**src/rtl/adder_tree_pkg.sv**
```systemverilog
// Shared constants and FSM encodings for the adder-tree operand feeder and its result buffer.
package adder_tree_pkg;

    localparam int DATA_W    = 16;
    localparam int NUM_OPS   = 16;
    localparam int TREE_LAT  = 4;
    localparam int SUM_W     = 32;
    localparam int CNT_W     = 5;
    localparam int RES_DEPTH = 4;

    typedef logic [0:0] state_t;

    localparam state_t FILL = 1'b0;
    localparam state_t HOLD = 1'b1;

endpackage

```
**src/rtl/res_fifo_sync.sv**
```systemverilog
// Synchronous first-word-fall-through FIFO with registered head outputs and an occupancy count.
module res_fifo_sync #(
    parameter int WIDTH = 37,
    parameter int DEPTH = 4,
    localparam int CW = $clog2(DEPTH + 1),
    localparam int PW = (DEPTH > 1) ? $clog2(DEPTH) : 1
) (
    input  logic             clk,
    input  logic             reset,
    input  logic             push,
    input  logic [WIDTH-1:0] push_data,
    output logic             out_valid,
    input  logic             out_ready,
    output logic [WIDTH-1:0] out_data,
    output logic [CW-1:0]    count
);
    import adder_tree_pkg::*;

    logic [WIDTH-1:0] mem_q [DEPTH];
    logic [PW-1:0]    rd_ptr_q, rd_ptr_d;
    logic [PW-1:0]    wr_ptr_q, wr_ptr_d;
    logic [CW-1:0]    count_q, count_d;
    logic             out_valid_q, out_valid_d;
    logic [WIDTH-1:0] out_data_q, out_data_d;
    logic [WIDTH-1:0] head;
    logic             pop;
    logic             full;

    function automatic logic [PW-1:0] ptr_inc(input logic [PW-1:0] p);
        return (p == PW'(DEPTH - 1)) ? '0 : p + 1'b1;
    endfunction

    always_comb begin
        pop      = out_valid_q && out_ready;
        full     = (count_q == CW'(DEPTH));
        rd_ptr_d = pop  ? ptr_inc(rd_ptr_q) : rd_ptr_q;
        wr_ptr_d = push ? ptr_inc(wr_ptr_q) : wr_ptr_q;
        count_d  = count_q + CW'(push) - CW'(pop);
        // The word being pushed becomes the new head when it lands on the next read slot.
        head        = (push && (wr_ptr_q == rd_ptr_d)) ? push_data : mem_q[rd_ptr_d];
        out_valid_d = (count_d != '0);
        out_data_d  = out_valid_d ? head : '0;
    end

    always_ff @(posedge clk) begin
        if (push) begin
            mem_q[wr_ptr_q] <= push_data;
        end
    end

    always_ff @(posedge clk) begin
        if (reset) begin
            rd_ptr_q    <= '0;
            wr_ptr_q    <= '0;
            count_q     <= '0;
            out_valid_q <= 1'b0;
            out_data_q  <= '0;
        end else begin
            rd_ptr_q    <= rd_ptr_d;
            wr_ptr_q    <= wr_ptr_d;
            count_q     <= count_d;
            out_valid_q <= out_valid_d;
            out_data_q  <= out_data_d;
        end
    end

    always_ff @(posedge clk) begin
        if (!reset) begin
            assert (!(push && full && !pop));
        end
    end

    assign out_valid = out_valid_q;
    assign out_data  = out_data_q;
    assign count     = count_q;

endmodule

```
**src/rtl/adder_tree_operand_feeder.sv**
```systemverilog
// Packs a word stream into zero-padded operand groups for the pipelined adder tree and
// buffers the realigned sums, launching only when a result slot is guaranteed.
module adder_tree_operand_feeder #(
    parameter int DATA_W    = adder_tree_pkg::DATA_W,
    parameter int NUM_OPS   = adder_tree_pkg::NUM_OPS,
    parameter int TREE_LAT  = adder_tree_pkg::TREE_LAT,
    parameter int SUM_W     = adder_tree_pkg::SUM_W,
    parameter int RES_DEPTH = adder_tree_pkg::RES_DEPTH
) (
    input  logic                        clk,
    input  logic                        reset,
    input  logic                        in_valid,
    output logic                        in_ready,
    input  logic [DATA_W-1:0]           in_data,
    input  logic                        in_last,
    output logic [NUM_OPS*DATA_W-1:0]   ops_flat,
    input  logic [SUM_W-1:0]            tree_sum,
    output logic                        res_valid,
    input  logic                        res_ready,
    output logic [SUM_W-1:0]            res_data,
    output logic [adder_tree_pkg::CNT_W-1:0] res_count
);
    import adder_tree_pkg::*;

    localparam int FIFO_CW = $clog2(RES_DEPTH + 1);
    localparam int FIFO_W  = SUM_W + CNT_W;

    state_t                             state_q, state_d;
    logic                               in_ready_q, in_ready_d;
    logic [CNT_W-1:0]                   cnt_q, cnt_d;
    logic [NUM_OPS-1:0][DATA_W-1:0]     fill_q, fill_d;
    logic [CNT_W-1:0]                   tag_hold_q, tag_hold_d;
    logic [NUM_OPS-1:0][DATA_W-1:0]     ops_q, ops_d;
    logic [TREE_LAT:0]                  vld_pipe_q, vld_pipe_d;
    logic [TREE_LAT:0][CNT_W-1:0]       tag_pipe_q, tag_pipe_d;

    logic [NUM_OPS-1:0][DATA_W-1:0]     grp;
    logic                               accept;
    logic                               complete;
    logic                               credit_ok;
    logic [CNT_W-1:0]                   in_flight;
    logic                               launch;
    logic [CNT_W-1:0]                   launch_tag;
    logic [FIFO_CW-1:0]                 fifo_count;
    logic [FIFO_W-1:0]                  fifo_out;

    function automatic logic [CNT_W-1:0] ones_count(input logic [TREE_LAT:0] v);
        logic [CNT_W-1:0] n;
        n = '0;
        for (int i = 0; i <= TREE_LAT; i++) begin
            n = n + CNT_W'(v[i]);
        end
        return n;
    endfunction

    // Group as it would look if the current word closes it: later slots read as zero.
    always_comb begin
        grp = fill_q;
        for (int k = 0; k < NUM_OPS; k++) begin
            if (CNT_W'(k) == cnt_q) begin
                grp[k] = in_data;
            end else if (CNT_W'(k) > cnt_q) begin
                grp[k] = '0;
            end
        end
    end

    always_comb begin
        accept    = in_valid && in_ready_q;
        complete  = accept && (in_last || (cnt_q == CNT_W'(NUM_OPS - 1)));
        // Results still in the tree count against the FIFO; a pop this cycle does not.
        in_flight = ones_count(vld_pipe_q) + CNT_W'(fifo_count);
        credit_ok = (in_flight < CNT_W'(RES_DEPTH));
    end

    always_comb begin
        state_d    = state_q;
        cnt_d      = cnt_q;
        fill_d     = fill_q;
        tag_hold_d = tag_hold_q;
        ops_d      = ops_q;
        launch     = 1'b0;
        launch_tag = '0;
        case (state_q)
            FILL: begin
                if (complete) begin
                    cnt_d = '0;
                    if (credit_ok) begin
                        ops_d      = grp;
                        launch     = 1'b1;
                        launch_tag = cnt_q + CNT_W'(1);
                    end else begin
                        fill_d     = grp;
                        tag_hold_d = cnt_q + CNT_W'(1);
                        state_d    = HOLD;
                    end
                end else if (accept) begin
                    for (int k = 0; k < NUM_OPS; k++) begin
                        if (CNT_W'(k) == cnt_q) begin
                            fill_d[k] = in_data;
                        end
                    end
                    cnt_d = cnt_q + CNT_W'(1);
                end
            end
            HOLD: begin
                if (credit_ok) begin
                    ops_d      = fill_q;
                    launch     = 1'b1;
                    launch_tag = tag_hold_q;
                    state_d    = FILL;
                end
            end
            default: state_d = FILL;
        endcase
        in_ready_d = (state_d == FILL);
    end

    always_comb begin
        vld_pipe_d    = {vld_pipe_q[TREE_LAT-1:0], launch};
        tag_pipe_d    = tag_pipe_q;
        tag_pipe_d[0] = launch_tag;
        for (int i = 1; i <= TREE_LAT; i++) begin
            tag_pipe_d[i] = tag_pipe_q[i-1];
        end
    end

    always_ff @(posedge clk) begin
        if (reset) begin
            state_q    <= FILL;
            in_ready_q <= 1'b0;
            cnt_q      <= '0;
            fill_q     <= '0;
            ops_q      <= '0;
            vld_pipe_q <= '0;
        end else begin
            state_q    <= state_d;
            in_ready_q <= in_ready_d;
            cnt_q      <= cnt_d;
            fill_q     <= fill_d;
            ops_q      <= ops_d;
            vld_pipe_q <= vld_pipe_d;
        end
    end

    always_ff @(posedge clk) begin
        tag_hold_q <= tag_hold_d;
        tag_pipe_q <= tag_pipe_d;
    end

    // The tree output lines up with vld_pipe_q[TREE_LAT]; capture it on the following edge.
    res_fifo_sync #(
        .WIDTH (FIFO_W),
        .DEPTH (RES_DEPTH)
    ) u_res_fifo (
        .clk       (clk),
        .reset     (reset),
        .push      (vld_pipe_q[TREE_LAT]),
        .push_data ({tree_sum, tag_pipe_q[TREE_LAT]}),
        .out_valid (res_valid),
        .out_ready (res_ready),
        .out_data  (fifo_out),
        .count     (fifo_count)
    );

    assign in_ready  = in_ready_q;
    assign ops_flat  = ops_q;
    assign res_data  = fifo_out[FIFO_W-1:CNT_W];
    assign res_count = fifo_out[CNT_W-1:0];

endmodule

```
**config.mk**
```make
export PLATFORM = sky130hd
export DESIGN_NAME = adder_tree_operand_feeder
export DESIGN_NICKNAME = d
export VERILOG_FILES = /design/src/rtl/adder_tree_pkg.sv /design/src/rtl/res_fifo_sync.sv /design/src/rtl/adder_tree_operand_feeder.sv
export SDC_FILE = /design/constraint.sdc
export NUM_CORES = 2
export LEC_CHECK = 0
export ABC_AREA = 1
export ABC_CLOCK_PERIOD_IN_PS = 4480
export BUFFER_PORTS_ARGS = -buffer_cell sky130_fd_sc_hd__buf_2
export CAP_MARGIN = 20
export CORE_MARGIN = 2
export CORE_UTILIZATION = 35
export DETAILED_ROUTE_END_ITERATION = 8
export PLACE_DENSITY = 0.57
export SYNTH_ARGS = -nofsm -noshare
export SYNTH_HDL_FRONTEND = slang
export SYNTH_SLANG_ARGS = --single-unit
export TNS_END_PERCENT = 1
```
**constraint.sdc**
```tcl
create_clock -name clk -period 4.48 [get_ports clk]
set_input_delay 0.896 -clock clk [delete_from_list [all_inputs] [get_ports clk]]
set_output_delay 0.896 -clock clk [all_outputs]
set_load 0.005 [all_outputs]
```
# Yosys cells after proc, flatten, opt, wreduce, memory -nomap -nowiden
# Memory sizes are Yosys's and may differ from the RTL's. A register that Yosys moved wholly into a read port is not among the register bits.
# Index checks and enable logic that the tools add are counted.
# word_totals
input_bits	53
n_memories	1
ff_bits	562
ram_bits	148
out_inout_bits	295
# mem_list
memory	depth	word_bits	rd	rd_clocked_by_memory_dff	wr	line	text
u_res_fifo.mem_q	4	37	1	1	1	res_fifo_sync.sv:19	logic [WIDTH-1:0] mem_q [DEPTH];
# op_classes
eq_ne	22
add_sub_neg	10
order_cmp	17
mux	72
bitwise_logic	4
n_reduce_logical	43
# ops
operator	n
256-bit 2-to-1 mux	6
16-bit 2-to-1 mux	48
256-bit case mux with 2 select lines	1
4-bit AND reduction	16
4-bit by 5-bit equality test with 1-bit output, first input constant	8
4-bit by 5-bit greater-than comparator with 1-bit output, first input constant	8
2-bit nonzero test	17
5-bit 2-to-1 mux	5
3-bit by 5-bit equality test with 1-bit output, first input constant	4
3-bit by 5-bit greater-than comparator with 1-bit output, first input constant	4
2-bit by 5-bit equality test with 1-bit output, first input constant	2
1-bit by 5-bit greater-than comparator with 1-bit output, first input constant	2
2-bit by 5-bit greater-than comparator with 1-bit output, first input constant	2
5-bit case mux with 2 select lines	1
1-bit 2-to-1 mux	6
2-bit 2-to-1 mux	3
2-bit != test, second input constant	3
3-bit AND reduction	2
4-bit by 1-bit adder with 5-bit output	1
5-bit by 1-bit adder with 5-bit output, second input constant	1
5-bit by 3-bit adder with 5-bit output	1
1-bit by 5-bit equality test with 1-bit output, first input constant	1
5-bit by 4-bit equality test with 1-bit output, second input constant	1
5-bit zero test	1
16 further kinds	24

# Logic depth before layout (Yosys ltp)
# depth
word_depth	10
ltp_mapped	16

# Modules after synthesis
# A second synthesis with hierarchy kept.
# unflattened
cells_unflattened	5488
hier_area_um2	36463.7
# by_module_without_submodules
module	area_per_inst_um2	seq_area_each_um2	instances	cells_per_inst
adder_tree_operand_feeder	28081.9	11140.7	1	4641
res_fifo_sync	8381.8	5345.1	1	847

# Least setup slack after synthesis
# OpenSTA, ideal clock, no wires.
# synth_timing
kind	input-to-reg
startpoint	input res_ready
endpoint	register u_res_fifo.out_data_q[10] (netlist: u_res_fifo.out_data[10]) (read register of u_res_fifo.mem_q)
t_arrival_ps	2783
setup_ps	64
stages	16
n_path_buf	2
slack_ps	1632
t_required_ps	4416
cell_sequence	nand2_1 inv_1 ha_1 inv_1 ha_1 inv_1 fa_1 inv_1 nor2_1 nand3_1 nand2_1 inv_1 buf_2 clkbuf_1 nand2_1 nor2_1
# synth_via
elab_chain_cells	5
elab_cells_between_ends	6
# synth_lines
element	line	text
from (decl)	adder_tree_operand_feeder.sv:19	input logic res_ready,
1-bit logical AND *	res_fifo_sync.sv:34	pop = out_valid_q && out_ready;
3-bit by 1-bit subtractor with 3-bit output	res_fifo_sync.sv:38	count_d = count_q + CW'(push) - CW'(pop);
3-bit nonzero test	res_fifo_sync.sv:41	out_valid_d = (count_d != '0);
1-bit NOT (no line)	-	
2-bit OR reduction (no line)	-	
to (decl)	res_fifo_sync.sv:24	logic [WIDTH-1:0] out_data_q, out_data_d;
# Every way passes the cells marked *; elsewhere a longest branch is shown, timed or not.
# A chain may end at the register's enable or synchronous reset.

# Worst setup path after layout
# layout_timing
startpoint	register vld_pipe_q[0]
endpoint	register ops_q (netlist bit ops_flat[178])
# layout_via
elab_chain_cells	8
elab_cells_between_ends	9
# layout_lines
element	line	text
from (decl)	adder_tree_operand_feeder.sv:34	logic [TREE_LAT:0] vld_pipe_q, vld_pipe_d;
from (signal assigned)	adder_tree_operand_feeder.sv:142	vld_pipe_q <= vld_pipe_d;
1-bit by 1-bit adder with 2-bit output *	adder_tree_operand_feeder.sv:51	n = n + CNT_W'(v[i]);
2-bit by 1-bit adder with 3-bit output *	adder_tree_operand_feeder.sv:51	
3-bit by 1-bit adder with 4-bit output *	adder_tree_operand_feeder.sv:51	
4-bit by 1-bit adder with 5-bit output *	adder_tree_operand_feeder.sv:51	
5-bit by 3-bit adder with 5-bit output *	adder_tree_operand_feeder.sv:72	in_flight = ones_count(vld_pipe_q) + CNT_W'(fifo_count);
5-bit by 3-bit less-than comparator with 1-bit output *	adder_tree_operand_feeder.sv:73	credit_ok = (in_flight < CNT_W'(RES_DEPTH));
2-bit != test (no line) / 2-bit by 1-bit != test with 1-bit output (equally long branches)	-	
3-bit AND reduction (no line) *	-	
to (signal assigned)	adder_tree_operand_feeder.sv:141	ops_q <= ops_d;
to (decl)	adder_tree_operand_feeder.sv:33	logic [NUM_OPS-1:0][DATA_W-1:0] ops_q, ops_d;
# Marks and branches as above.

==> flow_metrics.py <==
metrics = {
    "run_status": {
        "status": "finished clean",
    },
    "synth": {
        "synth_seq_cells": 747,
        "syn_area_sq_um": 36900,
        "yosysTopAreaCell": "dfxtp_1",
        "syn_avg_cell_area_sq_um": 6.61,
        "ys_seq_area_share_pct": 44.7,
        "synth_compound_gate_area_share_pct": 7.74,
        "synth_top_family_by_area": "simple AND/OR/NAND/NOR gates",
        "synth_mux_area_share_pct": 0.435,
        "synthCells": 5576,
        "syn_nets": 5645,
        "synth_area_leaders": "dfxtp_1 (32%), nand2_1 (22%), edfxtp_1 (12%), nor2_1 (7.9%), nand3_1 (5.0%)",
        "synth_ff_type": "dfxtp_1",
        "synthXorXnorAreaFrac_pct": 0.0475,
        "synthAdderAreaFrac_pct": 0.604,
        "synth_warnings": 0,
        "synth_edf_count": 153,
        "synth_top_area_share_pct": 32.3,
        "synth_cell_types": 39,
        "async_flop_share_pct": 0,
        "synth_simple_gate_area_share_pct": 37.7,
    },
    "sta": {
        "setup_tns_ns": 0,
        "fin_worst_skew_ns": 0.0323,
        "slew_headroom_pct": 22.8,
        "setup_viol": 0,
        "max_freq_mhz": 270,
        "final-max-slew-violation-count": 0,
        "period_share_pct": 82.8,
        "post-route-min-period_ns": 3.71,
        "final_hold_viol_count": 0,
        "max_slew.worst_pin.slew_ns": 1.16,
        "rsz0062_at_grt": "no",
        "timing.hold.ws_ns": 0.325,
    },
    "cts": {
        "clock_sinks": 747,
        "clkLatencyLatePin_ns": 0.68,
        "postCtsHoldBufs": 0,
        "cts_setup_buffers": 0,
        "cts_tree": "done",
        "numCtsBuffers": 87,
        "cts_resized": 0,
        "cts_htree_levels": 3,
        "clk_pin_slew_worst_paths_ns": 0.06,
        "clockBufferDepth": 3,
        "cts_root_buffer": "clkbuf_16",
    },
    "hold_path": {
        "hold-path-cell-count": 0,
        "min_to": "tag_pipe_q[22]$_DFF_P_",
        "hp-start": "tag_pipe_d[22]$_DFF_P_",
        "hold_class": "reg2reg",
    },
    "drt": {
        "vias_per_cell": 4.99,
        "wl_um": 135000,
        "vias": 35900,
        "drc": 0,
        "wl_per_cell_um": 18.7,
        "ant_nets": 0,
        "drt-initial-drc-count": 3568,
        "first_pass_iters": 6,
    },
    "worst_setup_path": {
        "worst-path-buf-inv": 2,
        "critPathArrivalTime_ns": 4.31,
        "crit_path_frequent_cell": "fa_1",
        "critical_path.slowest_cell": "nand2_4",
        "max_stage_delay_ns": 0.51,
        "r2r_start": "vld_pipe_q[0]$_SDFF_PP0_",
        "cp.required_ns": 5.08,
        "crit_path_cell_trace": "fa_1 -> fa_1 -> ha_1 -> nand3_1 -> inv_1 -> nor2_4 -> nand3_2 -> nand2_2 -> nand2_4 -> buf_4 -> o21ai_0",
        "worstSetupPathType": "reg2reg",
        "reg2reg_depth": 11,
        "reg2reg_setup_slack_ns": 0.77,
        "crit_path_max_fanout": 76,
        "cp-end-kind": "register",
        "r2r-end": "ops_flat[178]$_SDFFE_PP0P_",
        "startpoint_type": "register",
        "path_delay_family": "simple AND/OR/NAND/NOR gates",
    },
    "final_layout": {
        "multiInputGateArea_sq_um": 17200,
        "post-route-util_pct": 40.6,
        "register_area_sq_um": 16500,
        "drive_gt1_share_pct": 11.3,
        "instances_no_fill": 7193,
        "n_fill_cell": 11000,
        "fin_nets": 5795,
        "area_delta_synth_final_pct": 15.4,
    },
    "power_and_ir_drop": {
        "p_leak_nw": 20.0,
        "switching_share_pct": 29.4,
        "p_seq_share_pct": 42.0,
        "combPwrFrac_pct": 15.0,
        "clkPwrFrac_pct": 42.9,
        "p_sw_w": 0.00515,
        "p_int_w": 0.0124,
        "ir_drop_v": 0.000311,
        "power_density_nw_per_um2": 411,
    },
    "floorplan": {
        "io_pins": 348,
        "core_sq_um": 105000,
        "die_y_um": 329,
        "die-area_sq_um": 108000,
        "start_util_pct": 35.2,
        "die_w_um": 329,
        "row_count": 119,
    },
    "grt": {
        "grt-busiest-layer": "met2",
        "antenna_found_initial": 2,
        "met2_usage_pct": 37.3,
        "grt_usage_pct": 24.1,
        "grt_use_met1_pct": 32.9,
        "grt.overflow.total": 0,
        "grt_max_degree": 174,
        "gr-usage-met3_pct": 4.76,
        "grt_pass1_wl_um": 199000,
        "grt_pass1_vias": 31900,
    },
    "placement": {
        "routabilityCongestion": 0.854,
        "dp.cells": 7027,
        "hpwl_um": 83200,
        "port_buffers": 347,
    },
    "job": {
        "maxCapViolations": 0,
    },
}
==> cells in the mapped netlist (2+ instances only) <==
cell	number
nand2_1	2190
nor2_1	775
dfxtp_1	594
inv_1	401
nand3_1	371
o21ai_0	313
clkbuf_1	196
edfxtp_1	153
buf_2	138
a21oi_1	115
nand4_1	73
o21ai_1	48
o22ai_1	32
a21boi_0	30
buf_4	22
buf_1	20
nand2_2	19
mux2i_1	16
nand3b_1	14
ha_1	13
inv_2	6
nand3_2	6
nand2_4	5
nor2_2	5
nor2_4	4
fa_1	3
buf_6	2
==> metrics by stage <==
stage               worst slack (ns)  instance area (sq um)  power [W]
finish                         0.772                  42500     0.0175
global route                   0.455                  42500     0.0182
CTS                            0.748                  42500     0.0176
detailed placement             0.768                  39500     0.0101
global placement               0.825                  39500     0.0101
floorplan                       1.63                  36900    0.00912
==> power groups by stage <==
stage | sequential [W] | combinational [W] | clock (W)
floorplan | 0.00749 | 0.00163 | 0
global placement | 0.00751 | 0.00258 | 0
detailed placement | 0.00750 | 0.00260 | 0
CTS | 0.00736 | 0.00261 | 0.00767
global route | 0.00739 | 0.00294 | 0.00792
finish | 0.00736 | 0.00263 | 0.00751
==> cell usage in the layout, fill, tap and decap left out, types with 8 or more instances in the layout <==
cell,count
a21boi_0,30
a21oi_1,115
buf_12,8
buf_2,347
buf_4,83
bufinv_16,8
clkbuf_1,12
clkbuf_16,88
clkbuf_8,16
clkinv_2,12
dfxtp_1,592
edfxtp_1,153
ha_1,13
inv_1,399
inv_6,8
mux2i_1,16
nand2_1,2180
nand2_2,28
nand3_1,371
nand3b_1,14
nand4_1,73
nor2_1,772
o21ai_0,313
o21ai_1,48
o22ai_1,32
==> registers in the layout, indices dropped and copies added (netlist names) <==
name / flops
cnt_q: 5
tag_pipe_d: 20
tag_pipe_q: 5
u_res_fifo.wr_ptr_q: 2
vld_pipe_q: 5
in_ready: 1
state_q: 1
u_res_fifo.rd_ptr_q: 2
tag_hold_q: 5
u_res_fifo.out_data: 37
u_res_fifo.mem_q: 148
ops_flat: 256
fill_q: 256
u_res_fifo.count: 3
u_res_fifo.out_valid: 1
==> layout make-up <==
class	count	share of cell area [%]
inverter	409	3.66
sequential	747	38.8
clock buffer	118	5.83
clock inverter	46	1.26
tap	1391	4.09
antenna	1	0.00588
timing repair buffer	439	5.99
multi-input combinational	4042	40.4
==> logic make-up (layout without fill, tap and decap cells) <==
kind of cell,after synthesis,in the layout
AOI/OAI and AO/OA,542,542
adders and majority gates,16,16
DFF,747,747
other,0,1
buffers and inverters,787,1012
and+or+nand+nor,3466,3466
xor gates and xnor gates,2,2
muxes,16,16
==> how the worst max path moves through the flow <==
stage / from / to / slack [ns] / cells past startpoint
global placement: vld_pipe_q[0]$_SDFF_PP0_ / ops_flat[146]$_SDFFE_PP0P_ / 0.82 / 11
detailed placement: vld_pipe_q[0]$_SDFF_PP0_ / ops_flat[148]$_SDFFE_PP0P_ / 0.77 / 11
floorplan: res_ready / u_res_fifo.out_data[10]$_SDFF_PP0_ / 1.63 / 16
finish: vld_pipe_q[0]$_SDFF_PP0_ / ops_flat[178]$_SDFFE_PP0P_ / 0.77 / 11
CTS: vld_pipe_q[0]$_SDFF_PP0_ / ops_flat[145]$_SDFFE_PP0P_ / 0.75 / 11
global route: vld_pipe_q[0]$_SDFF_PP0_ / ops_flat[187]$_SDFFE_PP0P_ / 0.45 / 11
==> worst reg2reg max path: stages (launching register included) <==
cell     delay [ns]
dfxtp_1        0.33
fa_1           0.50
fa_1           0.41
ha_1           0.27
nand3_1        0.09
inv_1          0.07
nor2_4         0.23
nand3_2        0.14
nand2_2        0.40
nand2_4        0.52
buf_4          0.47
o21ai_0        0.24
==> layer usage <==
metal / share of wire (%) / vias up
met5: 0.0067 / -
met4: 4.1 / 2
met3: 8.7 / 277
met2: 44 / 1488
met1: 43 / 16400
li1: - / 17700
(Power assumes the default switching activity.)
